File: src/rtl/hazard_sched.sv
// rtl/hazard_sched.sv - IF/ID stall/flush scheduler with load-use detection and mult/div sequencing
module hazard_sched #(
  parameter int MUL_CYC = 4,
  parameter int DIV_CYC = 32,
  parameter int CNT_W   = 6
) (
  input  logic       clk,
  input  logic       clr,
  input  logic [4:0] rs,
  input  logic [4:0] rt,
  input  logic [4:0] rdEX,
  input  logic       lwEX,
  input  logic       GPRWrEX,
  input  logic       brTakenID,
  input  logic       mdReqID,
  input  logic       mdDivID,
  input  logic       hiloRdID,
  output logic       PCWr,
  output logic       IFIDWr,
  output logic       IFIDFlush,
  output logic       IDEXFlush,
  output logic       mdStart,
  output logic       mdDone,
  output logic       mdBusy
);

  typedef enum logic [1:0] {IDLE, MUL, DIV, DONE} state_t;

  localparam logic [CNT_W-1:0] MUL_LD = CNT_W'(MUL_CYC - 1);
  localparam logic [CNT_W-1:0] DIV_LD = CNT_W'(DIV_CYC - 1);

  state_t           state, stateNxt;
  logic [CNT_W-1:0] cnt, cntNxt;
  logic             luStall, mdStall, stall;
  logic             startInt, doneInt, busyInt;

  assign luStall = lwEX & GPRWrEX & (rdEX != 5'd0) & ((rdEX == rs) | (rdEX == rt));

  always_ff @(posedge clk or posedge clr) begin
    if (clr) begin
      state <= IDLE;
      cnt   <= '0;
    end else begin
      state <= stateNxt;
      cnt   <= cntNxt;
    end
  end

  always_comb begin
    stateNxt = state;
    cntNxt   = cnt;
    startInt = 1'b0;
    doneInt  = 1'b0;
    busyInt  = 1'b0;
    case (state)
      IDLE: begin
        // Busy is 0 here, so a load-use hazard is the only thing holding a launch back.
        if (mdReqID && !luStall) begin
          startInt = 1'b1;
          stateNxt = mdDivID ? DIV : MUL;
          cntNxt   = mdDivID ? DIV_LD : MUL_LD;
        end
      end
      MUL, DIV: begin
        busyInt = 1'b1;
        if (cnt == '0) stateNxt = DONE;
        else           cntNxt   = cnt - CNT_W'(1);
      end
      DONE: begin
        busyInt  = 1'b1;
        doneInt  = 1'b1;
        stateNxt = IDLE;
      end
      default: stateNxt = IDLE;
    endcase
  end

  assign mdStall = busyInt & (mdReqID | hiloRdID);
  assign stall   = luStall | mdStall;

  always_comb begin
    PCWr      = 1'b1;
    IFIDWr    = 1'b1;
    IFIDFlush = 1'b0;
    IDEXFlush = 1'b0;
    mdStart   = 1'b0;
    mdDone    = 1'b0;
    mdBusy    = 1'b0;
    if (clr) begin
      PCWr      = 1'b0;
      IFIDWr    = 1'b0;
      IFIDFlush = 1'b1;
      IDEXFlush = 1'b1;
    end else begin
      mdStart = startInt;
      mdDone  = doneInt;
      mdBusy  = busyInt;
      // Stall wins over a taken branch; the branch is re-evaluated once operands are ready.
      if (stall) begin
        PCWr      = 1'b0;
        IFIDWr    = 1'b0;
        IDEXFlush = 1'b1;
      end else if (brTakenID) begin
        IFIDFlush = 1'b1;
      end
    end
  end

endmodule
File: config.mk
export PLATFORM = sky130hd
export DESIGN_NAME = hazard_sched
export DESIGN_NICKNAME = d
export VERILOG_FILES = /design/src/rtl/hazard_sched.sv
export SDC_FILE = /design/constraint.sdc
export NUM_CORES = 1
export LEC_CHECK = 0
export BUFFER_PORTS_ARGS = -buffer_cell sky130_fd_sc_hd__buf_2
export CAP_MARGIN = 20
export CORE_MARGIN = 5
export CORE_UTILIZATION = 42
export DETAILED_ROUTE_END_ITERATION = 8
export PLACE_DENSITY = 0.73
export SYNTH_ARGS = -nofsm -noshare
export SYNTH_HDL_FRONTEND = slang
export SYNTH_SLANG_ARGS = --single-unit
File: constraint.sdc
create_clock -name clk -period 1.9 [get_ports clk]
set_clock_uncertainty 0.2 [all_clocks]
set_input_delay 0.095 -clock clk [delete_from_list [all_inputs] [get_ports clk]]
set_output_delay 0.095 -clock clk [all_outputs]
set_load 0.01 [all_outputs]
# --- Word-level counts from Yosys, hierarchy flattened ---
# Index checks and enable logic that the tools add are counted.
totals:
  ff_bits: 8
  elab_cells: 50
op_classes:
  reduce_logical: 10
  bitwise_logic: 7
  n_mux: 22
  n_eq_ne: 8
  addsub: 1
ops:
  columns: ["cell", "count"]
  rows:
  - ["$mux 1", 14]
  - ["$mux 6", 2]
  - ["$pmux 6 s2", 1]
  - ["$eq 5x5->1", 2]
  - ["$logic_not 6->1", 1]
  - ["$mux 2", 3]
  - ["$ne 2x2->1 const B", 3]
  - ["$pmux 2 s3", 1]
  - ["$sub 6x1->6 const B", 1]
  - ["$mux 5", 1]
  - ["$reduce_bool 5->1", 1]
  - ["$and 1x1->1", 4]
  - ["$eq 2x2->1 const B", 2]
  - ["$or 1x1->1", 3]
  - ["$reduce_and 3->1", 1]
  - ["$reduce_or 3->1", 1]
  - ["$eq 2x1->1 const B", 1]
  - ["$logic_not 2->1", 1]
  - ["$reduce_and 2->1", 1]
  - ["$reduce_bool 2->1", 1]
  - ["$reduce_or 2->1", 1]
  - ["$logic_and 1x1->1", 1]
  - ["$logic_not 1->1", 1]

# --- Longest topological paths before layout ---
# Gate-level depths: netlist of run 1.
logic_depth:
  depth_word: 8
  depth_mapped: 9
  depth_no_buf: 7

# --- Worst setup path before layout of run 1 ---
# No wires, ideal clock.
synth_path:
  path_type: "register to register"
  start: "reg state[0]"
  end: "reg cnt[2]"
  arrival_time_ns: 1.588
  period_less_slack_ns: 1.912
  path_buffers: 2
  setup_slack_ns: -0.012
  required_ns: 1.576
  path_stages_with_launch: 9
  path_cell_list: "dfrtp_1 > inv_1 > ha_1 > bufbuf_16 > mux2i_1 > a21oi_1 > o21ai_2 > buf_6 > a211o_1"
synth_between:
  elab_chain_len: 4
  elab_cells_between_ends: 9
synth_lines:
  columns: ["element", "line", "rtl"]
  rows:
  - ["start: declaration", "32", "state_t state, stateNxt;"]
  - ["start signal: assignment", "44", "state <= stateNxt;"]
  - ["$eq 2x1->1 / $eq 2x2->1 (equally long branches)", "55", "case (state)"]
  - ["$reduce_or 2->1", "55", null]
  - ["$ne 2x2->1 (no line) / $reduce_bool 2->1 (equally long branches)", null, null]
  - ["$reduce_and 3->1 (no line)", null, null]
  - ["end signal: assignment", "45", "cnt <= cntNxt;"]
  - ["end: declaration", "33", "logic [CNT_W-1:0] cnt, cntNxt;"]
# Several ways; a longest one is shown, not always the timed one.
# A chain may end at the register's enable or synchronous reset.

# --- Final worst setup path of run 1 ---
layout_path:
  start: "reg state[1]"
  end: "reg cnt[2]"
# The elaborated chain is that of the path after synthesis.

==> flow_summary_export.csv, run 1 <==
group,metric,value,unit
clock_network,clk_path_buf_depth,2,
placed_design,globalplace.congestion,0.7535,
detailed_routing,num_vias,722,
placed_design,place_hpwl,1.324,mm
detailed_routing,viasPerCell,4.878,
power,powerDensity,1455,mW/mm2
setup_path,arrival,1.77,ns
synth,ys_warn_count,0,
clock_network,clk_pin_slew,0.05,ns
synth,synth-seq-cells,8,
cells_and_area,final_area,967.2,um2
cells_and_area,seq_area,200.2,um2
sta,fin_hold_ws,0.1744,ns
clock_network,htreeDepth,1,
cells_and_area,final_net_count,153,
worst_hold_path,worst_hold_path_type,"input port to asynchronous set/reset pin",
run_status,status,"completed",
grt,grt_pass1_wl,2.732,mm
setup_path,crit_required,1.83,ns
detailed_routing,drt-initial-drc-count,12,
die,io_pins,30,
die,rows,15,
setup_path,startpoint_type,"flip-flop",
synth,syn_nets,119,
sta,fmax,542.8,MHz
setup_path,end_kind,"flip-flop",
cells_and_area,diodes,0,
clock_network,numCtsBuffers,3,
placed_design,numPortBuffers,29,
grt,overflow,0,
synth,synthDistinctLibCells,28,
detailed_routing,wl_per_cell,11.41,um
flow_run,cap_viol_max_count,0,
sta,slew_violations,0,
cells_and_area,multi_input_area,503.0,um2
die,die_h,52.60,um
clock_network,worstSkewPairLatency,0.25,ns
power,ir_worst_vdd,1.196,mV
clock_network,clkSinkCount,8,
detailed_routing,wl,1.688,mm
setup_path,critPathMaxFanout,13,
die,core-area,0.001727,mm2
die,die_area,0.002766,mm2
clock_network,cts_setup_buffers,0,
grt,grt_usage,0.1338,
sta,fin_crit_sh,0.9696,
synth,synth_seq_area_share,0.2627,
sta,slew_headroom,0.7228,
synth,synth_area_per_cell,8.373,um2
clock_network,cts_tree,"yes",
grt,antenna_found_initial,0,
clock_network,clock-root-buffer,"clkbuf_4",
power,cellLeakagePower,0.4757,nW
sta,min_period,1.842,ns
cells_and_area,area_growth,26.93,%
placed_design,place_inst,143,
synth,syn_area,762.0,um2
cells_and_area,num-fill-cells,166,
sta,hold_viol,0,
grt,grt_max_degree,16,
die,die_width,52.60,um
placed_design,dpl_cell_area,898.4,um2
sta,tightestPinTransition,0.4157,ns
cells_and_area,drive_above_1_share,0.3577,
cells_and_area,instances_no_fill,148,
detailed_routing,ant_nets,0,
detailed_routing,drcViolationCount,0,
sta,setup_viol,0,
detailed_routing,firstDrtPassIters,4,
synth,synthCells,91,
grt,grt_pass1_vias,669,
die,start_util,0.4413,
sta,grt_setup_unrepaired,"yes",
setup_path,crit_type,"flip-flop to flip-flop",
[through the flow]
step                      TNS [ns]  worst slack (ns)    util  total power [W]
final                            0           0.05784  0.5601         0.001408
after global routing      -0.07313          -0.03829  0.5601         0.001559
after CTS                        0          0.003373  0.5493         0.001355
after detailed placement  -0.02279          -0.02279  0.5203         0.001201
after global placement           0           0.04581  0.5203         0.001170
after floorplan                  0           0.03352       -         0.001161
[state kept, by name, summed over array words and instances (netlist names)]
signal  cells
cnt         6
state       2
[cells in the final DEF (no fill, tap or decap), types with 3 or more instances in the layout]
master    synthesis  final
clkbuf_4          0      3
dfrtp_1           8      8
nor3_1            3      3
xor2_1           10     10
ha_1              5      4
mux2i_1           4      3
a21oi_1           6      4
buf_2             0     29
nor2_1           12     12
inv_1             8      7
nand2_1           9      9
[power breakdown]
part	switching [W]	leakage, nW	internal, W
Sequential	0.0000648	0.0906	0.000262
Combinational	0.000525	0.371	0.000432
Clock	0.0000523	0.0138	0.0000719
[metal layers]
metal | track usage | vias to the layer above | share of wire | wire length (um)
li1 | - | 374 | - | -
met1 | 0.1560 | 315 | 0.41 | 698
met2 | 0.2190 | 27 | 0.46 | 775
met3 | 0.03419 | 6 | 0.090 | 152
met4 | 0.07660 | 0 | 0.036 | 61
met5 | 0 | - | 0 | 0
[cells by family (layout without fill, tap and decap cells)]
kind of cell | count (synthesis) | count (layout) | share of synthesized area
flip-flops | 8 | 8 | 0.2627
buffers and inverters | 12 | 44 | 0.1117
AO/OA/AOI/OAI | 19 | 19 | 0.1708
adder cells (fa/ha/maj) | 5 | 5 | 0.08210
XOR/XNOR | 10 | 10 | 0.1149
multiplexers | 4 | 4 | 0.05255
AND/OR/NAND/NOR | 33 | 33 | 0.2052
[timing repair]
action / in CTS / in global routing
pin swaps: 0 / 1
endpoints found under the setup margin: 1 / 5
hold buffers: 2 / 0
hold endpoints to repair: 9 / 0
resized for setup: 1 / 5
[worst max-delay path: stages, from the launching register on]
cell	delay [ns]
dfrtp_1	0.37
inv_1	0.10
ha_2	0.31
mux2i_2	0.17
a21oi_2	0.07
o21ai_4	0.14
nor3b_2	0.09
a211o_1	0.28
[path summary, 6_finish.rpt]
check	start	end	slack (ns)	depth (start not counted)
setup reg to reg	state[1]	cnt[2]	0.06	7
hold reg to reg	cnt[5]	cnt[5]	0.34	2
max in group asynchronous	clr	cnt[3]	1.08	3
min in group clk	mdReqID	state[0]	0.18	4
setup / recovery	state[1]	cnt[2]	0.06	7
hold / removal	clr	state[1]	0.17	3
[layout make-up]
class / instances / share of cell area
tap: 25 / 0.03234
sequential: 8 / 0.2070
inverter: 8 / 0.03105
multi-input combinational: 71 / 0.5201
timing repair buffer: 33 / 0.1863
clock buffer: 3 / 0.02329
[synthesized netlist by cell type]
| library cell | n | area share |
|---|---|---|
| a211o_1 | 1 | 0.011 |
| a21oi_1 | 6 | 0.039 |
| a22oi_1 | 1 | 0.0099 |
| a41oi_1 | 1 | 0.011 |
| and3_2 | 1 | 0.0099 |
| buf_4 | 1 | 0.0099 |
| buf_6 | 1 | 0.015 |
| bufbuf_16 | 1 | 0.043 |
| clkbuf_1 | 1 | 0.0049 |
| dfrtp_1 | 8 | 0.26 |
| ha_1 | 5 | 0.082 |
| inv_1 | 8 | 0.039 |
| mux2i_1 | 4 | 0.053 |
| nand2_1 | 9 | 0.044 |
| nand3b_1 | 2 | 0.020 |
| nor2_1 | 12 | 0.059 |
| nor2b_1 | 2 | 0.016 |
| nor3_1 | 3 | 0.020 |
| nor3b_1 | 2 | 0.020 |
| o21ai_0 | 2 | 0.013 |
| o21ai_1 | 1 | 0.0066 |
| o21ai_2 | 1 | 0.011 |
| o221ai_1 | 1 | 0.011 |
| o22a_2 | 2 | 0.026 |
| o22ai_1 | 2 | 0.016 |
| o311a_1 | 1 | 0.013 |
| or3_1 | 2 | 0.016 |
| xor2_1 | 10 | 0.11 |
Note: power is estimated with default switching activity, not from simulation.
==> inputs of run 2 (changes only) <==
--- a/config.mk
+++ b/config.mk
@@ -11,6 +11,7 @@
 export CORE_UTILIZATION = 42
 export DETAILED_ROUTE_END_ITERATION = 8
 export PLACE_DENSITY = 0.73
+export RECOVER_POWER = 25
 export SYNTH_ARGS = -nofsm -noshare
 export SYNTH_HDL_FRONTEND = slang
 export SYNTH_SLANG_ARGS = --single-unit
==> run 2 against run 1 <==
Worst setup slack about the same. First-iteration DRC count is the same. Clock-buffer cell count did not move. Register-to-register slack about the same. Utilization shrank 0.072 points. Largest cell class unchanged. Die area did not move. Clock power barely moved. Total power about the same. Largest power group unchanged. Combinational power about the same. Fmax hardly changed. Wire length up 0.36%. Final cell count unchanged.
==> flow_summary_export.csv, run 2 (synthesized netlist as in run 1, its figures left out) <==
group,metric,value,unit
run_status,status,"completed",
cells_and_area,top_regs,"cnt (6), state (2)",
grt,grt_use_met1,0.1560,
grt,grt_usage,0.1338,
grt,gr-max-usage-layer,"met2",
setup_path,critPathMaxFanout,13,
cells_and_area,mostFrequentLayoutCells,"buf_2 (28), nor2_1 (12), xor2_1 (10)",
setup_path,r2r_setup_slack,0.06,ns
die,core-area,0.001727,mm2
grt,antenna_found_initial,0,
setup_path,end_kind,"flip-flop",
sta,grt_setup_unrepaired,"yes",
grt,grt_pass1_vias,669,
sta,setup_viol,0,
power,ir_worst_vdd,1.196,mV
sta,tightestPinTransition,0.4157,ns
worst_hold_path,min_path_cells,4,
grt,grt_max_degree,16,
worst_hold_path,worst_hold_path_type,"input port to flip-flop",
detailed_routing,firstDrtPassIters,4,
placed_design,place_hpwl,1.324,mm
grt,met2_usage,0.2190,
sta,fin_crit_sh,0.9696,
clock_network,cts_setup_buffers,0,
detailed_routing,viasPerCell,4.878,
placed_design,dpl_cell_area,898.4,um2
grt,overflow,0,
detailed_routing,wl_per_cell,11.45,um
clock_network,numCtsBuffers,3,
cells_and_area,diodes,0,
grt,grt_use_met3,0.03419,
cells_and_area,final_net_count,153,
cells_and_area,fin_util,0.5594,
sta,fin_hold_ws,0.1763,ns
die,start_util,0.4413,
sta,fmax,542.8,MHz
sta,min_period,1.842,ns
clock_network,clk_pin_slew,0.05,ns
sta,slew_violations,0,
clock_network,clock-root-buffer,"clkbuf_4",
power,cellLeakagePower,0.4729,nW
cells_and_area,num-fill-cells,167,
power,total_power,0.001408,W
placed_design,numPortBuffers,29,
die,rows,15,
detailed_routing,ant_nets,0,
setup_path,crit_required,1.83,ns
detailed_routing,num_vias,722,
clock_network,clk_path_buf_depth,2,
flow_run,cap_viol_max_count,0,
sta,slew_headroom,0.7228,
placed_design,globalplace.congestion,0.7535,
cells_and_area,regMostFlops,"cnt",
detailed_routing,drt-initial-drc-count,12,
die,die_h,52.60,um
cells_and_area,area_growth,26.77,%
clock_network,htreeDepth,1,
placed_design,dp_slack,-0.02279,ns
clock_network,worstSkewPairLatency,0.25,ns
die,die_width,52.60,um
die,die_area,0.002766,mm2
power,powerDensity,1457,mW/mm2
setup_path,crit_type,"flip-flop to flip-flop",
sta,hold_viol,0,
clock_network,clkSinkCount,8,
cells_and_area,drive_above_1_share,0.3496,
setup_path,rr_worst_depth,7,
cells_and_area,largest_reg_flops,6,
cells_and_area,final_common_cell,"buf_2",
cells_and_area,final_area,965.9,um2
setup_path,startpoint_type,"flip-flop",
clock_network,cts_tree,"yes",
detailed_routing,drcViolationCount,0,
sta,timing.final.ws_setup,0.05767,ns
detailed_routing,wl,1.694,mm
setup_path,arrival,1.77,ns
grt,grt_pass1_wl,2.732,mm
die,io_pins,30,
run 2: changes by cell type in the layout (fill, tap and decap cells not counted):
cell	before	now
buf_2	29	28
clkbuf_1	0	1
run 2: final timing paths:
kind                       startpoint       end
hold / removal                mdReqID  state[0]
setup reg to reg             state[1]    cnt[2]
hold reg to reg                cnt[5]    cnt[5]
setup / recovery             state[1]    cnt[2]
min in group asynchronous         clr  state[1]
max in group asynchronous         clr    cnt[3]
run 2: final cells by class:
| class | count | area [um2] | area share |
|---|---|---|---|
| timing repair buffer | 33 | 178.9 | 0.1852 |
| sequential | 8 | 200.2 | 0.2073 |
| tap | 25 | 31.28 | 0.03238 |
| clock buffer | 3 | 22.52 | 0.02332 |
| inverter | 8 | 30.03 | 0.03109 |
| multi-input combinational | 71 | 503.0 | 0.5207 |
run 2: timing repair:
| item | 4_1_cts | 5_1_grt |
|---|---|---|
| gates resized for setup | 1 | 5 |
| hold buffers | 2 | 0 |
| setup endpoints to repair | 1 | 5 |
| pin swaps | 0 | 1 |
| endpoints found under the hold margin | 9 | 0 |
| cloned | 0 | 0 |
run 2: per-layer routing:
metal	up-vias	share of wire
met5	-	0
met3	6	0.090
met1	315	0.41
li1	374	-
met2	27	0.46
met4	0	0.036
run 2: critical path: stages, from the launching register on:
cell and delay [ns]:
dfrtp_1 0.37, inv_1 0.10, ha_2 0.31, mux2i_2 0.17, a21oi_2 0.07, o21ai_4 0.14
nor3b_2 0.09, a211o_1 0.28
run 2: metrics by stage:
step,instances,TNS (ns)
2_1_floorplan,91,0
3_3_place_gp,143,0
3_5_place_dp,143,-0.02279
4_1_cts,148,0
5_1_grt,148,-0.07320
6_report,148,0
run 2: power by group:
part           internal (W)  leakage, nW  total, W  switching, W
registers          0.000262       0.0906  0.000326     0.0000648
logic              0.000432        0.369  0.000957      0.000525
clock network     0.0000719       0.0138  0.000124     0.0000523
